File: src/rtl/mem_pkg.sv
// mem_pkg: shared definitions for the Mem read arbiter slice.
//   state_t    - arbiter sequencer states (IDLE, ISSUE, WAIT, RESP)
//   SZ_*       - access size codes used on req_size*/mem_size
//   size_mask  - keeps the low 8<<size bits of a Mem read word
package mem_pkg;

  localparam int MEM_DATA_W = 64;

  typedef enum logic [1:0] {
    IDLE  = 2'd0,
    ISSUE = 2'd1,
    WAIT  = 2'd2,
    RESP  = 2'd3
  } state_t;

  localparam logic [1:0] SZ_B = 2'b00;
  localparam logic [1:0] SZ_H = 2'b01;
  localparam logic [1:0] SZ_W = 2'b10;
  localparam logic [1:0] SZ_D = 2'b11;

  // Bytes above the access size must read back as zero.
  function automatic logic [MEM_DATA_W-1:0] size_mask(input logic [1:0] size);
    logic [MEM_DATA_W-1:0] mask;
    case (size)
      SZ_B:    mask = 64'h0000_0000_0000_00FF;
      SZ_H:    mask = 64'h0000_0000_0000_FFFF;
      SZ_W:    mask = 64'h0000_0000_FFFF_FFFF;
      default: mask = 64'hFFFF_FFFF_FFFF_FFFF;
    endcase
    return mask;
  endfunction

endpackage

File: src/rtl/rr_arb2.sv
// rr_arb2: combinational two-input round-robin pick.
//   req[1:0]    in   per-port request
//   last        in   port granted most recently
//   winner[1:0] out  one-hot winning port, zero when nobody requests
module rr_arb2 (
  input  logic [1:0] req,
  input  logic       last,
  output logic [1:0] winner
);

  // A lone requester always wins; on a tie the port that did not win last time goes.
  always_comb begin
    winner = 2'b00;
    case (req)
      2'b01:   winner = 2'b01;
      2'b10:   winner = 2'b10;
      2'b11:   winner = last ? 2'b01 : 2'b10;
      default: winner = 2'b00;
    endcase
  end

endmodule

File: src/rtl/mem_rd_arbiter.sv
// mem_rd_arbiter: two-port round-robin read arbiter and sequencer in front of Mem.
//   clk, reset                 single clock, synchronous active-high reset (shared with Mem)
//   req[1:0]                   per-port request, held until that port's gnt
//   req_addr0/1, req_size0/1   start byte address and size code per port
//   gnt[1:0]                   one-cycle one-hot pulse: request accepted
//   rvalid[1:0]                one-cycle one-hot pulse: rdata valid for that port
//   rdata                      size-masked little-endian result, held until next response
//   busy                       a transaction is in flight
//   mem_rd/mem_addr/mem_size   Mem read command
//   mem_data                   Mem registered read data
module mem_rd_arbiter
  import mem_pkg::*;
#(
  parameter int ADDR_W = 4,
  parameter int DATA_W = 64
) (
  input  logic              clk,
  input  logic              reset,
  input  logic [1:0]        req,
  input  logic [ADDR_W-1:0] req_addr0,
  input  logic [ADDR_W-1:0] req_addr1,
  input  logic [1:0]        req_size0,
  input  logic [1:0]        req_size1,
  output logic [1:0]        gnt,
  output logic [1:0]        rvalid,
  output logic [DATA_W-1:0] rdata,
  output logic              busy,
  output logic              mem_rd,
  output logic [ADDR_W-1:0] mem_addr,
  output logic [1:0]        mem_size,
  input  logic [DATA_W-1:0] mem_data
);

  state_t              state_q, state_d;
  logic                lastPort_q, lastPort_d;
  logic                portId_q, portId_d;
  logic [1:0]          gnt_q, gnt_d;
  logic [1:0]          rvalid_q, rvalid_d;
  logic [DATA_W-1:0]   rdata_q, rdata_d;
  logic                busy_q, busy_d;
  logic                memRd_q, memRd_d;
  logic [ADDR_W-1:0]   memAddr_q, memAddr_d;
  logic [1:0]          memSize_q, memSize_d;
  logic [1:0]          winner;
  logic [MEM_DATA_W-1:0] fullMask;

  rr_arb2 u_arb (
    .req    (req),
    .last   (lastPort_q),
    .winner (winner)
  );

  // memSize_q still holds the granted size while the read data is captured.
  assign fullMask = size_mask(memSize_q);

  // Next-state logic. Outputs are computed one state ahead so that every
  // output comes straight from a register: gnt/mem_rd are loaded on the way
  // into ISSUE, rvalid/rdata on the way into RESP. mem_addr/mem_size double
  // as the latched request.
  always_comb begin
    state_d    = state_q;
    lastPort_d = lastPort_q;
    portId_d   = portId_q;
    gnt_d      = 2'b00;
    rvalid_d   = 2'b00;
    rdata_d    = rdata_q;
    memRd_d    = 1'b0;
    memAddr_d  = memAddr_q;
    memSize_d  = memSize_q;
    case (state_q)
      IDLE: begin
        if (|req) begin
          state_d    = ISSUE;
          portId_d   = winner[1];
          lastPort_d = winner[1];
          gnt_d      = winner;
          memRd_d    = 1'b1;
          memAddr_d  = winner[1] ? req_addr1 : req_addr0;
          memSize_d  = winner[1] ? req_size1 : req_size0;
        end
      end
      ISSUE: state_d = WAIT;
      WAIT: begin
        state_d  = RESP;
        rdata_d  = mem_data & fullMask[DATA_W-1:0];
        rvalid_d = portId_q ? 2'b10 : 2'b01;
      end
      RESP:    state_d = IDLE;
      default: state_d = IDLE;
    endcase
    busy_d = (state_d != IDLE);
  end

  // State and output registers; reset aborts any transaction and makes port 0
  // the winner of the first tie.
  always_ff @(posedge clk) begin
    if (reset) begin
      state_q    <= IDLE;
      lastPort_q <= 1'b1;
      portId_q   <= 1'b0;
      gnt_q      <= 2'b00;
      rvalid_q   <= 2'b00;
      rdata_q    <= '0;
      busy_q     <= 1'b0;
      memRd_q    <= 1'b0;
      memAddr_q  <= '0;
      memSize_q  <= 2'b00;
    end else begin
      state_q    <= state_d;
      lastPort_q <= lastPort_d;
      portId_q   <= portId_d;
      gnt_q      <= gnt_d;
      rvalid_q   <= rvalid_d;
      rdata_q    <= rdata_d;
      busy_q     <= busy_d;
      memRd_q    <= memRd_d;
      memAddr_q  <= memAddr_d;
      memSize_q  <= memSize_d;
    end
  end

  // Mem applies reset and read in the same edge, so a read issued while reset
  // is asserted would return cleared data; suppress the strobe in that cycle.
  assign mem_rd   = memRd_q & ~reset;
  assign gnt      = gnt_q;
  assign rvalid   = rvalid_q;
  assign rdata    = rdata_q;
  assign busy     = busy_q;
  assign mem_addr = memAddr_q;
  assign mem_size = memSize_q;

endmodule

File: config.mk
export PLATFORM = sky130hd
export DESIGN_NAME = mem_rd_arbiter
export DESIGN_NICKNAME = d
export VERILOG_FILES = /design/src/rtl/mem_pkg.sv /design/src/rtl/rr_arb2.sv /design/src/rtl/mem_rd_arbiter.sv
export SDC_FILE = /design/constraint.sdc
export NUM_CORES = 1
export LEC_CHECK = 0
export CORE_MARGIN = 2
export CORE_UTILIZATION = 36
export CTS_CLUSTER_DIAMETER = 30
export DETAILED_ROUTE_END_ITERATION = 12
export HOLD_SLACK_MARGIN = 0.1
export PLACE_DENSITY = 0.77
export SLEW_MARGIN = 20
export SYNTH_ARGS = -nofsm -noshare
export SYNTH_HDL_FRONTEND = slang
export SYNTH_SLANG_ARGS = --single-unit
File: constraint.sdc
create_clock -name clk -period 1.25 [get_ports clk]
set_input_delay 0.25 -clock clk [delete_from_list [all_inputs] [get_ports clk]]
set_output_delay 0.25 -clock clk [all_outputs]
set_load 0.05 [all_outputs]
==> results.sh <==
export IMPL_status="complete, but fails checks"
export IMPL_violations="setup timing"
export IMPL_powerDensity_nw_per_um2=1545
export IMPL_tns_ns=-1.263
export IMPL_power_switching_mw=3.452
export IMPL_slew_viol_final=0
export IMPL_hpwl_um=6411
export IMPL_timing_final_crit_share=1.054
export IMPL_worstMarginPinSlew_ns=0.3027
export IMPL_grt_start_max_net_pins=44
export IMPL_endpoint_kind="flop"
export IMPL_core_sq_um=8175
export IMPL_netlist_instances=335
export IMPL_cp_slowest_stage_delay_ns=0.37
export IMPL_synth_fp_nets=418
export IMPL_vias_per_cell=4.836
export IMPL_start_util=0.3701
export IMPL_dieArea_sq_um=9153
export IMPL_synthArstFlopShare=0
export IMPL_p_leak_nw=2.304
export IMPL_power_frac_seq=0.345
export IMPL_drtAntennaViolNets=0
export IMPL_ir_drop_mv=1.449
export IMPL_synth_avg_cell_area_sq_um=9.031
export IMPL_internal_power_mw=5.826
export IMPL_fmax_mhz=758.8
export IMPL_synth_seq_cells=80
export IMPL_max_slew_margin=0.7982
export IMPL_critPathLaunchType="flop"
export IMPL_worstPathMaxFanout=7
export IMPL_synth_ff_type="dfxtp_1"
export IMPL_avgRoutedWirePerCell_um=15.98
export IMPL_clock_path_buffers=2
export IMPL_required_ns=1.47
export IMPL_combPwrFrac=0.472
export IMPL_fin_nets=578
export IMPL_rsz0062_at_grt="true"
export IMPL_rows=33
export IMPL_netlist_top_cell_by_area="dfxtp_1"
export IMPL_antennaDiodeCount=0
export IMPL_cts_root_buf="clkbuf_8"
export IMPL_grt_usage=0.1926
export IMPL_drt_initial_drc_count=70
export IMPL_drv_cap=0
export IMPL_holdWs_ns=0.2249
export IMPL_hold_violations=0
export IMPL_fin_crit_ns=1.318
export IMPL_stdcell_area_sq_um=6006
export IMPL_htree_levels=3
export IMPL_cts_sinks=80
export IMPL_grt_pass1_wl_um=13660
export IMPL_p_clk_frac=0.183
export IMPL_crit_slowest_cell="dfxtp_4"
export IMPL_p_total_mw=9.277
export IMPL_yosysSeqAreaShare=0.5294
export IMPL_dpl_instance_area_sq_um=5475
export IMPL_skew_ns=0.01204
export IMPL_arrival_ns=1.54
export IMPL_yosysMostFrequentCell="dfxtp_1"
export IMPL_crit_chain="inv_4, ha_4, clkinvlp_4, o32ai_2, nor3_1"
export IMPL_synth_area_sq_um=3025
export IMPL_setup_viol=39
export IMPL_via_count=2926
export IMPL_grt_overflow=0
export IMPL_drive_gt1_frac=0.3180
export IMPL_yosysTopAreaCellShare=0.5294
export IMPL_clk_pin_slew_ns=0.08
export IMPL_area_growth_pct=98.51
export IMPL_min_path_type="in2reg"
export IMPL_cts_tree="built"
export IMPL_insertion_delay_ns=0.34
export IMPL_grt_pass1_vias=2853
export IMPL_worstSetupPathType="reg2reg"
export IMPL_numPortBuffers=155
export IMPL_fin_ws_ns=-0.06780
export IMPL_dr_pass1_iters=4
export IMPL_drc=0
export IMPL_antenna_found_initial=0
export IMPL_synth_edf_count=0
export IMPL_fp_dieW_um=95.67
export IMPL_drt_wl_total_um=9665
export IMPL_die_h_um=95.67
export IMPL_yosysWarningCount=0
export IMPL_synth_commonest_cells="80 x dfxtp_1, 61 x nor2_1, 53 x a21oi_1"
export IMPL_globalplace_congestion=0.7243
export IMPL_io_pins=156
export IMPL_cts_inserted_buffers=9
export IMPL_ys_types=28
export IMPL_swShare=0.3721
export IMPL_cts_hold_buffers=0
export IMPL_synthTopCellsByArea="dfxtp_1 53%, nor2b_1 10%, a21oi_1 8.8%"
## sequential cells by signal, summed over array words and instances, names as in the netlist
name and cells:
busy 1, gnt 2, lastPort_q 1, memRd_q 1, mem_addr 4, mem_size 2
portId_q 1, rdata 64, rvalid 2, state_q 2
## logic make-up (layout without fill, tap and decap cells)
family	Yosys count	in the layout	synth area share
muxes	8	8	0.02647
DFF	80	80	0.5294
adders and majority gates	3	3	0.01241
and+or+nand+nor	149	149	0.2506
buffers and inverters	28	193	0.05046
AOI/OAI and AO/OA	67	67	0.1307
## power groups by stage
stage / registers (mW) / logic, mW / clock network (mW)
3_3_place_gp: 3.19 / 3.61 / 0
3_5_place_dp: 3.21 / 3.70 / 0
4_1_cts: 3.17 / 3.96 / 1.74
5_1_grt: 3.24 / 4.60 / 1.88
6_report: 3.20 / 4.38 / 1.70
2_1_floorplan: 3.91 / 1.21 / 0
## cells in the final DEF, fill, tap and decap left out, types with 3 or more instances in the layout
master / n
clkbuf_16: 3
nand2b_1: 9
dfxtp_2: 3
buf_6: 3
buf_12: 82
a21oi_2: 20
a21oi_1: 36
nor2_1: 60
nor3_1: 6
clkinvlp_4: 4
buf_4: 5
nor3_2: 5
clkbuf_8: 10
clkdlybuf4s50_1: 78
nor2b_1: 49
mux2i_1: 8
nand3_1: 8
dfxtp_1: 76
o32ai_2: 6
## metal layers
metal / track usage / routed length, um / share of wire
met4: 0.08571 / 257 / 0.027
met2: 0.3415 / 5053 / 0.52
met3: 0.04585 / 536 / 0.055
met5: 0 / 0 / 0
met1: 0.2184 / 3817 / 0.39
## final cells by class
cell class              count  area, sq um
clock inverters             5        32.53
repair buffers            174         2616
flip-flops and latches     80         1609
fillers                   570         2170
multi-input cells         227         1455
well taps                 105        131.4
clock buffers              11        141.4
inverters                   3        20.02
## stage by stage
stage          utilization  cells  worst slack (ns)
6_report            0.7346    605          -0.06780
3_5_place_dp        0.6697    581           -0.2971
3_3_place_gp        0.6697    581           -0.2310
5_1_grt             0.7346    605           -0.1220
2_1_floorplan            -    335         0.0005111
4_1_cts             0.7014    599          -0.01302
## worst paths after layout
| path | start | end | slack [ns] | cells past startpoint |
|---|---|---|---|---|
| setup / recovery | state_q[1] | mem_size[1] | -0.07 | 5 |
| hold / removal | reset | state_q[0] | 0.22 | 2 |
| setup reg to reg | state_q[1] | mem_size[1] | -0.07 | 5 |
| hold reg to reg | portId_q | rvalid[0] | 0.49 | 1 |
## critical path, delay by kind of cell (launching register included)
kind	cells	cell delay (ns)
AOI/OAI and AO/OA	1	0.32
adders and majority gates	1	0.17
and+or+nand+nor	1	0.07
DFF	1	0.37
buffers and inverters	2	0.28
## timing repair
item	in CTS	in global routing
cloned	1	4
endpoints found under the hold margin	0	0
resized for setup	12	39
buffers inserted	1	2
pin swaps	1	27
endpoints found under the setup margin	67	59
Note: power is estimated with default switching activity, not from simulation.
